### src/rtl/product_accumulator.sv
// Accumulates a counted run of 32-bit products into an ACC_W-bit sum with an overflow flag.
// Optional macro ACC_SATURATE_EN: clamp the sum to all ones on overflow instead of wrapping.
module product_accumulator #(
  parameter int unsigned ACC_W = 40,
  parameter int unsigned LEN_W = 8
) (
  input  logic             clk,
  input  logic             rst,
  input  logic             start,
  input  logic [LEN_W-1:0] len,
  input  logic             in_valid,
  input  logic [31:0]      in_prod,
  output logic             in_ready,
  output logic             out_valid,
  input  logic             out_ready,
  output logic [ACC_W-1:0] out_sum,
  output logic             out_ovf,
  output logic             busy
);

  localparam int unsigned SUM_W = ACC_W + 1;

  localparam logic [1:0] S_IDLE  = 2'd0;
  localparam logic [1:0] S_ACCUM = 2'd1;
  localparam logic [1:0] S_OUT   = 2'd2;

  logic [1:0]       r_state;
  logic [1:0]       w_state_nxt;
  logic [ACC_W-1:0] r_acc;
  logic [ACC_W-1:0] w_acc_nxt;
  logic [LEN_W-1:0] r_cnt;
  logic [LEN_W-1:0] w_cnt_nxt;
  logic             r_ovf;
  logic             w_ovf_nxt;
  logic             r_in_ready;
  logic             r_out_valid;
  logic             r_busy;
  logic [SUM_W-1:0] w_sum;
  logic             w_xfer;

  // Extra top bit of the sum is the carry out of the accumulator.
  assign w_sum  = {1'b0, r_acc} + SUM_W'(in_prod);
  assign w_xfer = in_valid & r_in_ready;

  // Next-state and datapath update
  always_comb begin
    w_state_nxt = r_state;
    w_acc_nxt   = r_acc;
    w_cnt_nxt   = r_cnt;
    w_ovf_nxt   = r_ovf;
    case (r_state)
      S_IDLE: begin
        if (start) begin
          w_acc_nxt   = '0;
          w_ovf_nxt   = 1'b0;
          w_cnt_nxt   = len;
          w_state_nxt = (len == '0) ? S_OUT : S_ACCUM;
        end
      end
      S_ACCUM: begin
        if (w_xfer) begin
          w_cnt_nxt = r_cnt - LEN_W'(1);
          w_ovf_nxt = r_ovf | w_sum[ACC_W];
`ifdef ACC_SATURATE_EN
          // Once clamped, the sum stays pinned at all ones for the rest of the run.
          if (w_sum[ACC_W] || r_ovf) begin
            w_acc_nxt = '1;
          end else begin
            w_acc_nxt = w_sum[ACC_W-1:0];
          end
`else
          w_acc_nxt = w_sum[ACC_W-1:0];
`endif
          if (r_cnt == LEN_W'(1)) begin
            w_state_nxt = S_OUT;
          end
        end
      end
      S_OUT: begin
        if (out_ready) begin
          w_state_nxt = S_IDLE;
        end
      end
      default: begin
        w_state_nxt = S_IDLE;
      end
    endcase
  end

  // State register; handshake flags are registered from the next state.
  always_ff @(posedge clk) begin
    if (rst) begin
      r_state     <= S_IDLE;
      r_acc       <= '0;
      r_cnt       <= '0;
      r_ovf       <= 1'b0;
      r_in_ready  <= 1'b0;
      r_out_valid <= 1'b0;
      r_busy      <= 1'b0;
    end else begin
      r_state     <= w_state_nxt;
      r_acc       <= w_acc_nxt;
      r_cnt       <= w_cnt_nxt;
      r_ovf       <= w_ovf_nxt;
      r_in_ready  <= (w_state_nxt == S_ACCUM);
      r_out_valid <= (w_state_nxt == S_OUT);
      r_busy      <= (w_state_nxt != S_IDLE);
    end
  end

  assign in_ready  = r_in_ready;
  assign out_valid = r_out_valid;
  assign out_sum   = r_acc;
  assign out_ovf   = r_ovf;
  assign busy      = r_busy;

endmodule

### config.mk
export PLATFORM = sky130hd
export DESIGN_NAME = product_accumulator
export DESIGN_NICKNAME = d
export VERILOG_FILES = /design/src/rtl/product_accumulator.sv
export SDC_FILE = /design/constraint.sdc
export NUM_CORES = 1
export LEC_CHECK = 0
export ABC_AREA = 1
export CORE_AREA = 2 2 101 103
export DETAILED_ROUTE_END_ITERATION = 16
export DIE_AREA = 0 0 103 105
export GPL_TIMING_DRIVEN = 0
export PLACE_DENSITY_LB_ADDON = 0.15
export RECOVER_POWER = 50
export SKIP_CTS_REPAIR_TIMING = 1
export SLEW_MARGIN = 40
export SYNTH_ARGS = -nofsm -noshare
export SYNTH_HDL_FRONTEND = slang
export SYNTH_SLANG_ARGS = --single-unit
### constraint.sdc
create_clock -name clk -period 2.2 [get_ports clk]
set_clock_uncertainty 0.1 [all_clocks]
set_input_delay 0.33 -clock clk [delete_from_list [all_inputs] [get_ports clk]]
set_output_delay 0.33 -clock clk [all_outputs]
set_load 0.005 [all_outputs]
Yosys cells after proc, flatten, opt, wreduce, memory -nomap -nowiden
Index checks and enable logic that the tools add are counted.
{"block": "classes", "addsub": 2, "n_eq_ne": 7, "n_mux": 15, "n_bitwise": 2, "reduce_logical": 5}
{"cell": "40-bit two-way mux", "n": 2}
{"cell": "40-bit case mux with 2 select lines", "n": 1}
{"cell": "40-bit by 32-bit adder with 41-bit output", "n": 1}
{"cell": "8-bit two-way mux", "n": 2}
{"cell": "8-bit case mux with 2 select lines", "n": 1}
{"cell": "2-bit two-way mux", "n": 5}
{"cell": "8-bit by 1-bit equality test with 1-bit output (second input constant)", "n": 1}
{"cell": "8-bit logical NOT", "n": 1}
{"cell": "8-bit by 1-bit subtractor with 8-bit output (second input constant)", "n": 1}
{"cell": "2-bit case mux with 3 select lines", "n": 1}
{"cell": "2-bit by 1-bit equality test with 1-bit output (second input constant)", "n": 2}
{"cell": "2-bit equality test (second input constant)", "n": 2}
{"cell": "2-bit != test (second input constant)", "n": 2}
{"cell": "2-bit nonzero test", "n": 2}
{"cell": "3-bit AND reduction", "n": 1}
{"cell": "2-bit logical NOT", "n": 1}
{"cell": "1-bit two-way mux", "n": 2}
{"cell": "1-bit case mux with 2 select lines", "n": 1}
{"cell": "1-bit bitwise AND", "n": 1}
{"cell": "1-bit bitwise OR", "n": 1}
{"block": "totals", "regBits": 54, "input_bits": 45, "out_inout_bits": 44, "wordCells": 38}

Longest topological paths before layout
Gate-level depths: netlist of run 1.
{"block": "depth", "ltp_word": 5, "mapped_depth": 15, "mapped_depth_nobuf": 15}

Worst setup path after synthesis of run 1
Ideal clock, no wire load.
{"block": "synth_timing", "kind": "input to register", "start": "input port in_prod[0]", "end": "register r_acc[16], in the netlist out_sum[16]", "setup_ns": 0.132, "t_arrival_ns": 1.785, "required_time_ns": 1.968, "setup_slack_ns": 0.182, "stages": 12, "path_buffers": 0, "path_cell_list": "ha_1 fa_1 nand2_1 nand2_1 and2_4 nand2_1 nand2_1 nand2_1 nand2_2 or2_0 nand3_1 a21oi_1"}
{"block": "synth_between", "elab_chain_cells": 3}
{"element": "from (decl)", "line": "12", "source": "input logic [31:0] in_prod,"}
{"element": "40-bit by 32-bit adder with 41-bit output", "line": "42", "source": "assign w_sum = {1'b0, r_acc} + SUM_W'(in_prod);"}
{"element": "40-bit two-way mux", "line": "61", "source": "if (w_xfer) begin"}
{"element": "40-bit case mux with 2 select lines", "line": "51", "source": "case (r_state)"}
{"element": "to (signal assigned)", "line": "102", "source": "r_acc <= w_acc_nxt;"}
{"element": "to (decl)", "line": "29", "source": "logic [ACC_W-1:0] r_acc;"}
No other way between the ends. The select of a mux whose other input is x is not followed.
A chain may end at the register's enable or synchronous reset.

Worst setup path after layout of run 1
{"block": "layout_timing", "start": "input port in_prod[2]", "end": "register r_acc[13], in the netlist out_sum[13]"}
Same word-level chain as after synthesis.

==> results of run 1 <==
metrics by stage:
stage / area, µm² / utilization, %
finish: 6774 / 70.28
global route: 6774 / 70.28
CTS: 6389 / 66.28
detailed placement: 6294 / 65.29
global placement: 6294 / 65.29
floorplan: 5256 / -
cells by family (layout without fill, tap and decap cells):
group	Yosys count	count (layout)	share of synthesized area (%)
xor+xnor	1	1	0.1667
simple gates	547	547	45.08
buf+inv	184	287	13.64
flops	54	54	20.57
compound gates	112	112	12.07
fa+ha+maj	35	35	8.474
cell usage after synthesis (2+ instances only):
cell,n,area (µm²)
nand2_1,353,1325
inv_1,156,585.6
a21oi_1,65,325.3
nor2_1,62,232.7
nand3_1,61,305.3
dfxtp_1,54,1081
ha_1,34,425.4
o21ai_0,18,90.09
nand2_2,16,100.1
inv_2,12,45.04
nor2_2,12,75.07
a21boi_0,8,60.06
nand3b_1,7,52.55
buf_4,6,45.04
nand4_1,6,37.54
nor3_1,6,30.03
clkbuf_1,5,18.77
a31oi_1,4,25.02
nor2_4,4,45.04
nor3_2,4,40.04
or2_1,4,25.02
or2_2,4,25.02
buf_2,3,15.01
a21oi_2,2,17.52
nand3b_2,2,22.52
o21ai_1,2,10.01
o21bai_1,2,15.01
o22ai_1,2,12.51
registers in the layout (all words and copies together), names as in the netlist:
signal,flops
out_ovf,1
r_cnt,8
r_state,2
busy,1
out_valid,1
in_ready,1
out_sum,40
layout make-up:
class | count | share of cell area (%)
Inverter | 169 | 9.365
Clock buffer | 5 | 1.016
Buffer | 15 | 1.219
Sequential cell | 54 | 16.01
Clock inverter | 3 | 0.3879
Multi-Input combinational cell | 695 | 55.76
Tap cell | 133 | 2.457
Timing Repair Buffer | 95 | 13.78
critical path, stage by stage:
cell,delay (ns)
clkdlybuf4s50_1,0.47
ha_2,0.31
or2_1,0.27
nand3_1,0.09
nand2_1,0.11
nand2_1,0.13
nand3_4,0.11
or2_2,0.29
nand3_1,0.07
a21oi_1,0.06
path summary, 6_finish.rpt:
path                 endpoint  slack, ns  cells after the start
hold reg to reg       out_ovf       0.37                      2
setup / recovery  out_sum[13]       0.06                     10
hold / removal     out_sum[0]       0.33                      4
setup reg to reg  out_sum[16]       0.09                     12
layer usage:
metal / routed length, µm / share of wire, % / up-vias / global-route usage (%)
li1: - / - / 3101 / -
met1: 7382 / 44 / 2692 / 40.52
met2: 7909 / 47 / 197 / 48.33
met3: 1058 / 6.4 / 19 / 4.080
met4: 309 / 1.9 / 0 / 7.989
met5: 0 / 0 / - / 0
power breakdown:
group	internal (µW)	leakage [µW]	switching, µW	total (µW)
combinational	240	0.00293	324	564
sequential	1000	0.000439	22.7	1020
clock	239	0.0000495	418	656
==> results.toml, run 1 <==
[drt]
routed_wl_um = 16660
ant_nets = 0
vias = 6009
initialDrtViolationCount = 388
drt-vias-per-instance = 5.140
drtPass1Iterations = 5
drc_errors = 0
wl_per_cell_um = 14.25

[sta]
rsz0062_at_grt = "yes"
hold_viol = 0
finalCriticalPeriod_ns = 2.139
setup_viol = 0
final_max_slew_viol_count = 0
tightest_slew_ns = 0.6399
fin_ws_ns = 0.06136
fin_setup_tns_ns = 0
period_share_pct = 97.21
slew_headroom_pct = 57.34
max_freq_mhz = 467.6
hold_ws_ns = 0.3310

[critical_path]
end_kind = "register"
arrival_ns = 2.24
required_ns = 2.30
crit_type = "in2reg"
reg2reg_from = "out_sum[0]"
startpoint = "in_prod[2]"
cp_max_fo = 6
crit_path_start_kind = "input port"

[cts]
ctsHtreeMaxLevel = 2
clockBufferDepth = 2
insertion_delay_ns = 0.34
cts_num_sinks = 54
clk_pin_slew_ns = 0.12
cts_tree = "yes"
numCtsBuffers = 5
cts_root_buf = "clkbuf_8"

[logic_synthesis]
synth_edf_count = 0
synth_seq_cells = 54
yosys_warnings = 0
ys_async_sr_fraction_pct = 0
ys.flop_type = "dfxtp_1"
synth_area_um2 = 5256
avgSynthCellArea_um2 = 5.634
synth_fp_nets = 1013
synth-seq-area-share_pct = 20.57
syn_inst = 933
synth_cell_types = 47

[finish]
most-common-layout-cells = "nand2_1 (335), inv_1 (156), a21oi_1 (62), nand3_1 (57), dfxtp_1 (53)"
syn_to_final_growth_pct = 28.87
n_antenna_cell = 0
multi_input_area_um2 = 3777
fillers = 929
stdcell_count = 1169
finalNetCount = 1115
seqCellArea_um2 = 1085
final_common_cell = "nand2_1"
layout-drive-gt1-share_pct = 14.00

[power]
power_density_nw_per_um2 = 331.4
power.total_uw = 2245
vdd_drop_max_v = 0.0002770
p_leak_uw = 0.003420

[global_routing]
grt_util_all_layers_pct = 29.63
grt_pass1_vias = 5281
grt_pass1_wl_um = 25240
overflow = 0
grt_max_degree = 20
antenna_found_initial = 0

[floorplanning]
fp.dieH_um = 105
dieArea_um2 = 10820
rows = 36
die_x_um = 103
initial_core_util_pct = 54.53
io-pin-count = 89
core-area_um2 = 9639

[place]
gp_routability_congestion = 0.9889
dp_hpwl_um = 13220
dp_slack_ns = -0.7296
io_buffers = 87
place_inst = 1153

[flow_run]
drv_cap = 0

[min_path]
hp-start = "in_prod[0]"
hold_path.class = "in2reg"

[run_status]
outcome = "completed"
No activity file was read; power rests on OpenSTA's default activity.
==> run 2: changes to the inputs <==
CTS_CLUSTER_SIZE = 25   (was default)
SKIP_CTS_REPAIR_TIMING = default   (was 1)
==> results.toml, run 2 (synthesized netlist as in run 1, its figures left out) <==
[cts]
numCtsBuffers = 5
cts_root_buf = "clkbuf_8"
cts_tree = "yes"
ctsHtreeMaxLevel = 2
clockBufferDepth = 2
cts_num_sinks = 54
postCtsHoldBufs = 0
clk_pin_slew_ns = 0.12
insertion_delay_ns = 0.34

[finish]
fin_util_pct = 70.08
layout-drive-gt1-share_pct = 13.62
multi_input_area_um2 = 3757
seqCellArea_um2 = 1081
finalNetCount = 1114
most-common-layout-cells = "nand2_1 (335), inv_1 (156), clkdlybuf4s50_1 (66), a21oi_1 (62), nand3_1 (57)"
final_common_cell = "nand2_1"
largest_reg_flops = 40
fillers = 935
syn_to_final_growth_pct = 28.52
n_antenna_cell = 0

[floorplanning]
io-pin-count = 89
die_x_um = 103
rows = 36
core-area_um2 = 9639
initial_core_util_pct = 54.53
dieArea_um2 = 10820
fp.dieH_um = 105

[power]
vdd_drop_max_v = 0.0002769
power.total_uw = 2249
power_density_nw_per_um2 = 332.9
p_leak_uw = 0.003355

[global_routing]
grt_max_degree = 20
gr-max-usage-layer = "met2"
met2_usage_pct = 48.79
grt_pass1_vias = 5312
grt_util_all_layers_pct = 29.76
met1_usage_pct = 40.56
grt_pass1_wl_um = 25360
antenna_found_initial = 0
grtUsageMet3_pct = 4.080
overflow = 0

[drt]
drtPass1Iterations = 5
wl_per_cell_um = 14.13
drt-vias-per-instance = 5.092
drc_errors = 0
ant_nets = 0
initialDrtViolationCount = 421
routed_wl_um = 16510
vias = 5947

[critical_path]
cp_max_fo = 6
crit_path_cell_trace = "clkdlybuf4s50_1 -> ha_2 -> or2_1 -> nand3_1 -> nand2_1 -> nand2_1 -> nand3_4 -> or2_2 -> nand3_1 -> a21oi_1"
cp_slowest_cell = "clkdlybuf4s50_1"
reg2reg_from = "out_sum[0]"
cp_top_family = "simple AND/OR/NAND/NOR gates"
r2r_end = "out_sum[16]"
reg2reg_depth = 12
required_ns = 2.30
crit_path_start_kind = "input port"
crit_type = "in2reg"
critPathBufInv = 1
rrSetupSlack_ns = 0.15
max_stage_delay_ns = 0.47
arrival_ns = 2.23
end_kind = "register"

[run_status]
outcome = "completed"

[place]
dp_hpwl_um = 13220
dp_slack_ns = -0.7296
gp_routability_congestion = 0.9889
io_buffers = 87

[sta]
slew_headroom_pct = 55.97
setup_viol = 0
finalCriticalPeriod_ns = 2.127
max_freq_mhz = 470.1
fin_ws_ns = 0.07278
period_share_pct = 96.69
fin_setup_tns_ns = 0
final_max_slew_viol_count = 0
hold_viol = 0
tightest_slew_ns = 0.6604
rsz0062_at_grt = "yes"

[min_path]
hp-start = "in_prod[0]"
hold_path.class = "in2reg"
hold_path_depth = 4
worstHoldEndpoint = "out_sum[0]"

[flow_run]
drv_cap = 0
run 2: cell count changes in the layout (fill, tap and decap cells not counted), sizes merged:
cell,previous run,this run
dlygate4sd3,37,20
clkdlybuf4s50,49,66
clkbuf,12,11
run 2: how the worst max path moves through the flow:
stage                    start           to  slack, ns  depth (start not counted)
CTS                 in_prod[0]  out_sum[30]     -0.009                         14
floorplan           in_prod[0]  out_sum[16]       0.18                         12
global placement    in_prod[0]  out_sum[30]      -0.66                         13
global route        r_state[0]   out_sum[7]      -0.06                          8
finish              in_prod[2]  out_sum[13]       0.07                         10
detailed placement  in_prod[0]  out_sum[30]      -0.73                         14
run 2: layout make-up:
| cell class | count | area share [%] |
|---|---|---|
| sequential | 54 | 16.00 |
| multi-input combinational | 695 | 55.62 |
| timing repair buffer | 94 | 13.89 |
| tap | 133 | 2.463 |
| buffer | 15 | 1.222 |
| inverter | 169 | 9.391 |
| clock buffer | 5 | 1.019 |
| clock inverter | 3 | 0.3890 |
run 2: report_power, final:
group,switching [µW],leakage [µW],internal (µW)
clock,424,0.0000495,239
sequential,22.0,0.000438,1000
combinational,321,0.00287,241
total,767,0.00336,1480
run 2: repair_timing:
action | 4_1_cts | 5_1_grt
resized for setup | 8 | 63
gates cloned | 0 | 0
setup endpoints to repair | 14 | 26
pin swaps | 2 | 13
buffers inserted | 2 | 5
run 2: layer usage:
layer / up-vias / share of wire (%)
li1: 3095 / -
met1: 2657 / 45
met2: 172 / 47
met3: 23 / 5.5
met4: 0 / 2.1
met5: - / 0
run 2: per-stage QoR:
step	instance area, µm²	instances	hold WS [ns]
floorplan	5256	933	0.3466
global placement	6294	1153	0.3442
detailed placement	6294	1153	0.3538
CTS	6432	1163	0.3740
global route	6755	1168	0.3500
finish	6755	1168	0.3159
run 2: tightest hold or removal path: cells and delay by family:
family	cells	cell delay, ns
AOI/OAI and AO/OA	1	0.05
adders and majority gates	1	0.16
buffers and inverters	1	0.10
and+or+nand+nor	1	0.09
==> run 3: changes to the inputs <==
--- a/config.mk
+++ b/config.mk
@@ -8,6 +8,7 @@
 export ABC_AREA = 1
-export CORE_AREA = 2 2 101 103
+export CORE_AREA = 2 2 106 108
+export CTS_CLUSTER_DIAMETER = 30
 export CTS_CLUSTER_SIZE = 25
 export DETAILED_ROUTE_END_ITERATION = 16
-export DIE_AREA = 0 0 103 105
+export DIE_AREA = 0 0 108 110
 export GPL_TIMING_DRIVEN = 0
==> constraint.sdc (replaced) <==
create_clock -name clk -period 1.73 [get_ports clk]
set_clock_uncertainty 0.1 [all_clocks]
set_input_delay 0.173 -clock clk [delete_from_list [all_inputs] [get_ports clk]]
set_output_delay 0.173 -clock clk [all_outputs]
set_load 0.005 [all_outputs]
==> results.toml, run 3 (synthesized netlist as in run 1, its figures left out) <==
[run_status]
outcome = "finished, violations left"
violations = "setup timing"

[power]
power.total_uw = 2954
pwr-share-seq_pct = 44.2
p_sw_share_pct = 34.31
internal_power_uw = 1941
power_density_nw_per_um2 = 385.8
p_leak_uw = 0.003609
clkPwrFrac_pct = 27.3
p_sw_uw = 1014
combPwrFrac_pct = 28.6
vdd_drop_max_v = 0.0002858

[critical_path]
arrival_ns = 2.18
crit_path_cell_trace = "ha_4 -> fa_2 -> nand2_2 -> nand2_2 -> and2_4 -> nand2_4 -> nand2_4 -> nand2_4 -> nand2_4 -> or2_0 -> nand3_1 -> a21oi_2"
max_stage_delay_ns = 0.37
r2r_end = "out_sum[16]"
crit_path_start_kind = "register"
cp_top_family = "simple AND/OR/NAND/NOR gates"
critPathBufInv = 0
path_common_cell = "nand2_4"
cp_max_fo = 4
reg2reg_depth = 12
required_ns = 1.82
end_kind = "register"
crit_type = "reg2reg"
rrSetupSlack_ns = -0.36
cp_slowest_cell = "dfxtp_4"
reg2reg_from = "out_sum[0]"

[cts]
clockBufferDepth = 2
postCtsHoldBufs = 0
ctsHtreeMaxLevel = 2
insertion_delay_ns = 0.34
clk_pin_slew_ns = 0.11
cts_num_sinks = 54
cts_tree = "yes"
numCtsBuffers = 5
cts_root_buf = "clkbuf_8"

[finish]
n_antenna_cell = 0
final_common_cell = "nand2_1"
finalNetCount = 1135
layout-drive-gt1-share_pct = 25.66
stdcell_count = 1196
syn_to_final_growth_pct = 45.68
largest_reg_flops = 40
most-common-layout-cells = "nand2_1 (297), inv_1 (148), clkdlybuf4s50_1 (79), a21oi_1 (53), nand2_2 (49)"

[floorplanning]
core-area_um2 = 10700
initial_core_util_pct = 49.13
rows = 38
io-pin-count = 89
dieArea_um2 = 11880
die_x_um = 108
fp.dieH_um = 110

[sta]
slew_headroom_pct = 55.28
fin_ws_ns = -0.3581
final_max_slew_viol_count = 0
hold_viol = 0
fin_setup_tns_ns = -6.933
finalCriticalPeriod_ns = 2.088
setup_viol = 35
max_freq_mhz = 478.9
tightest_slew_ns = 0.6707
rsz0062_at_grt = "yes"
hold_ws_ns = 0.2549
period_share_pct = 120.7

[place]
gp_routability_congestion = 0.9327
io_buffers = 87
place_inst = 1160
dp_hpwl_um = 13050
dp_slack_ns = -0.7789

[global_routing]
grt_util_all_layers_pct = 29.52
overflow = 0
grt_pass1_wl_um = 27260
grt_max_degree = 19
antenna_found_initial = 0
grt_pass1_vias = 5548

[drt]
drtPass1Iterations = 6
drt-vias-per-instance = 5.120
initialDrtViolationCount = 425
drc_errors = 0
wl_per_cell_um = 14.85
vias = 6123
ant_nets = 0
routed_wl_um = 17760

[min_path]
worstHoldEndpoint = "out_sum[1]"
hp-start = "rst"
hold_path.class = "in2reg"
hold_path_depth = 4

[flow_run]
drv_cap = 0
[run 3: changes by cell type in the layout (fill, tap and decap cells not counted), sizes merged, moves of 2 or more]
| cell | before | now |
|---|---|---|
| inv | 171 | 169 |
| dlygate4sd3 | 20 | 6 |
| clkdlybuf4s50 | 66 | 79 |
| buf | 16 | 37 |
[run 3: how the worst max path moves through the flow]
stage	slack, ns	endpoint	cells past startpoint	startpoint
2_1_floorplan	-0.14	out_sum[16]	12	out_sum[0]
3_3_place_gp	-0.79	out_sum[28]	12	in_prod[0]
3_5_place_dp	-0.78	out_sum[28]	13	in_prod[0]
4_1_cts	-0.36	out_sum[28]	12	out_sum[0]
5_1_grt	-0.42	out_sum[38]	14	out_sum[10]
6_report	-0.36	out_sum[16]	12	out_sum[0]
[run 3: worst register-to-register path, cell delays in order (launching register included)]
cell	delay, ns
dfxtp_4	0.37
ha_4	0.15
fa_2	0.36
nand2_2	0.10
nand2_2	0.07
and2_4	0.17
nand2_4	0.07
nand2_4	0.07
nand2_4	0.07
nand2_4	0.06
or2_0	0.19
nand3_1	0.11
a21oi_2	0.07
[run 3: final cells by class]
type | instances | area (µm²)
multi-input combinational | 695 | 4461
fill | 942 | 3040
timing repair buffer | 115 | 1110
sequential | 54 | 1099
inverter | 169 | 634.4
tap | 140 | 175.2
buffer | 15 | 85.08
clock buffer | 5 | 68.82
clock inverter | 3 | 25.02
[run 3: timing repair]
item	in CTS	in global routing
setup buffers	20	9
setup endpoints to repair	35	49
resized for setup	155	83
pin swaps	30	26
gates cloned	0	0
hold endpoints to repair	0	0
[run 3: power groups by stage]
stage,clock network (µW),logic [µW],registers [µW]
finish,806,844,1310
global route,888,918,1310
CTS,815,783,1300
detailed placement,0,648,1330
global placement,0,646,1330
floorplan,0,405,1330
[run 3: stage by stage]
stage | cell area (µm²) | util, %
6_report | 7657 | 71.58
5_1_grt | 7657 | 71.58
4_1_cts | 7367 | 68.87
3_5_place_dp | 6369 | 59.53
3_3_place_gp | 6369 | 59.53
2_1_floorplan | 5323 | -
[run 3: metal layers]
layer	up-vias	wire, µm	global-route usage (%)
met5	-	0	0
met4	0	451	8.425
met3	37	1018	3.762
met2	206	8361	50.09
met1	2736	7930	39.45
li1	3144	-	-
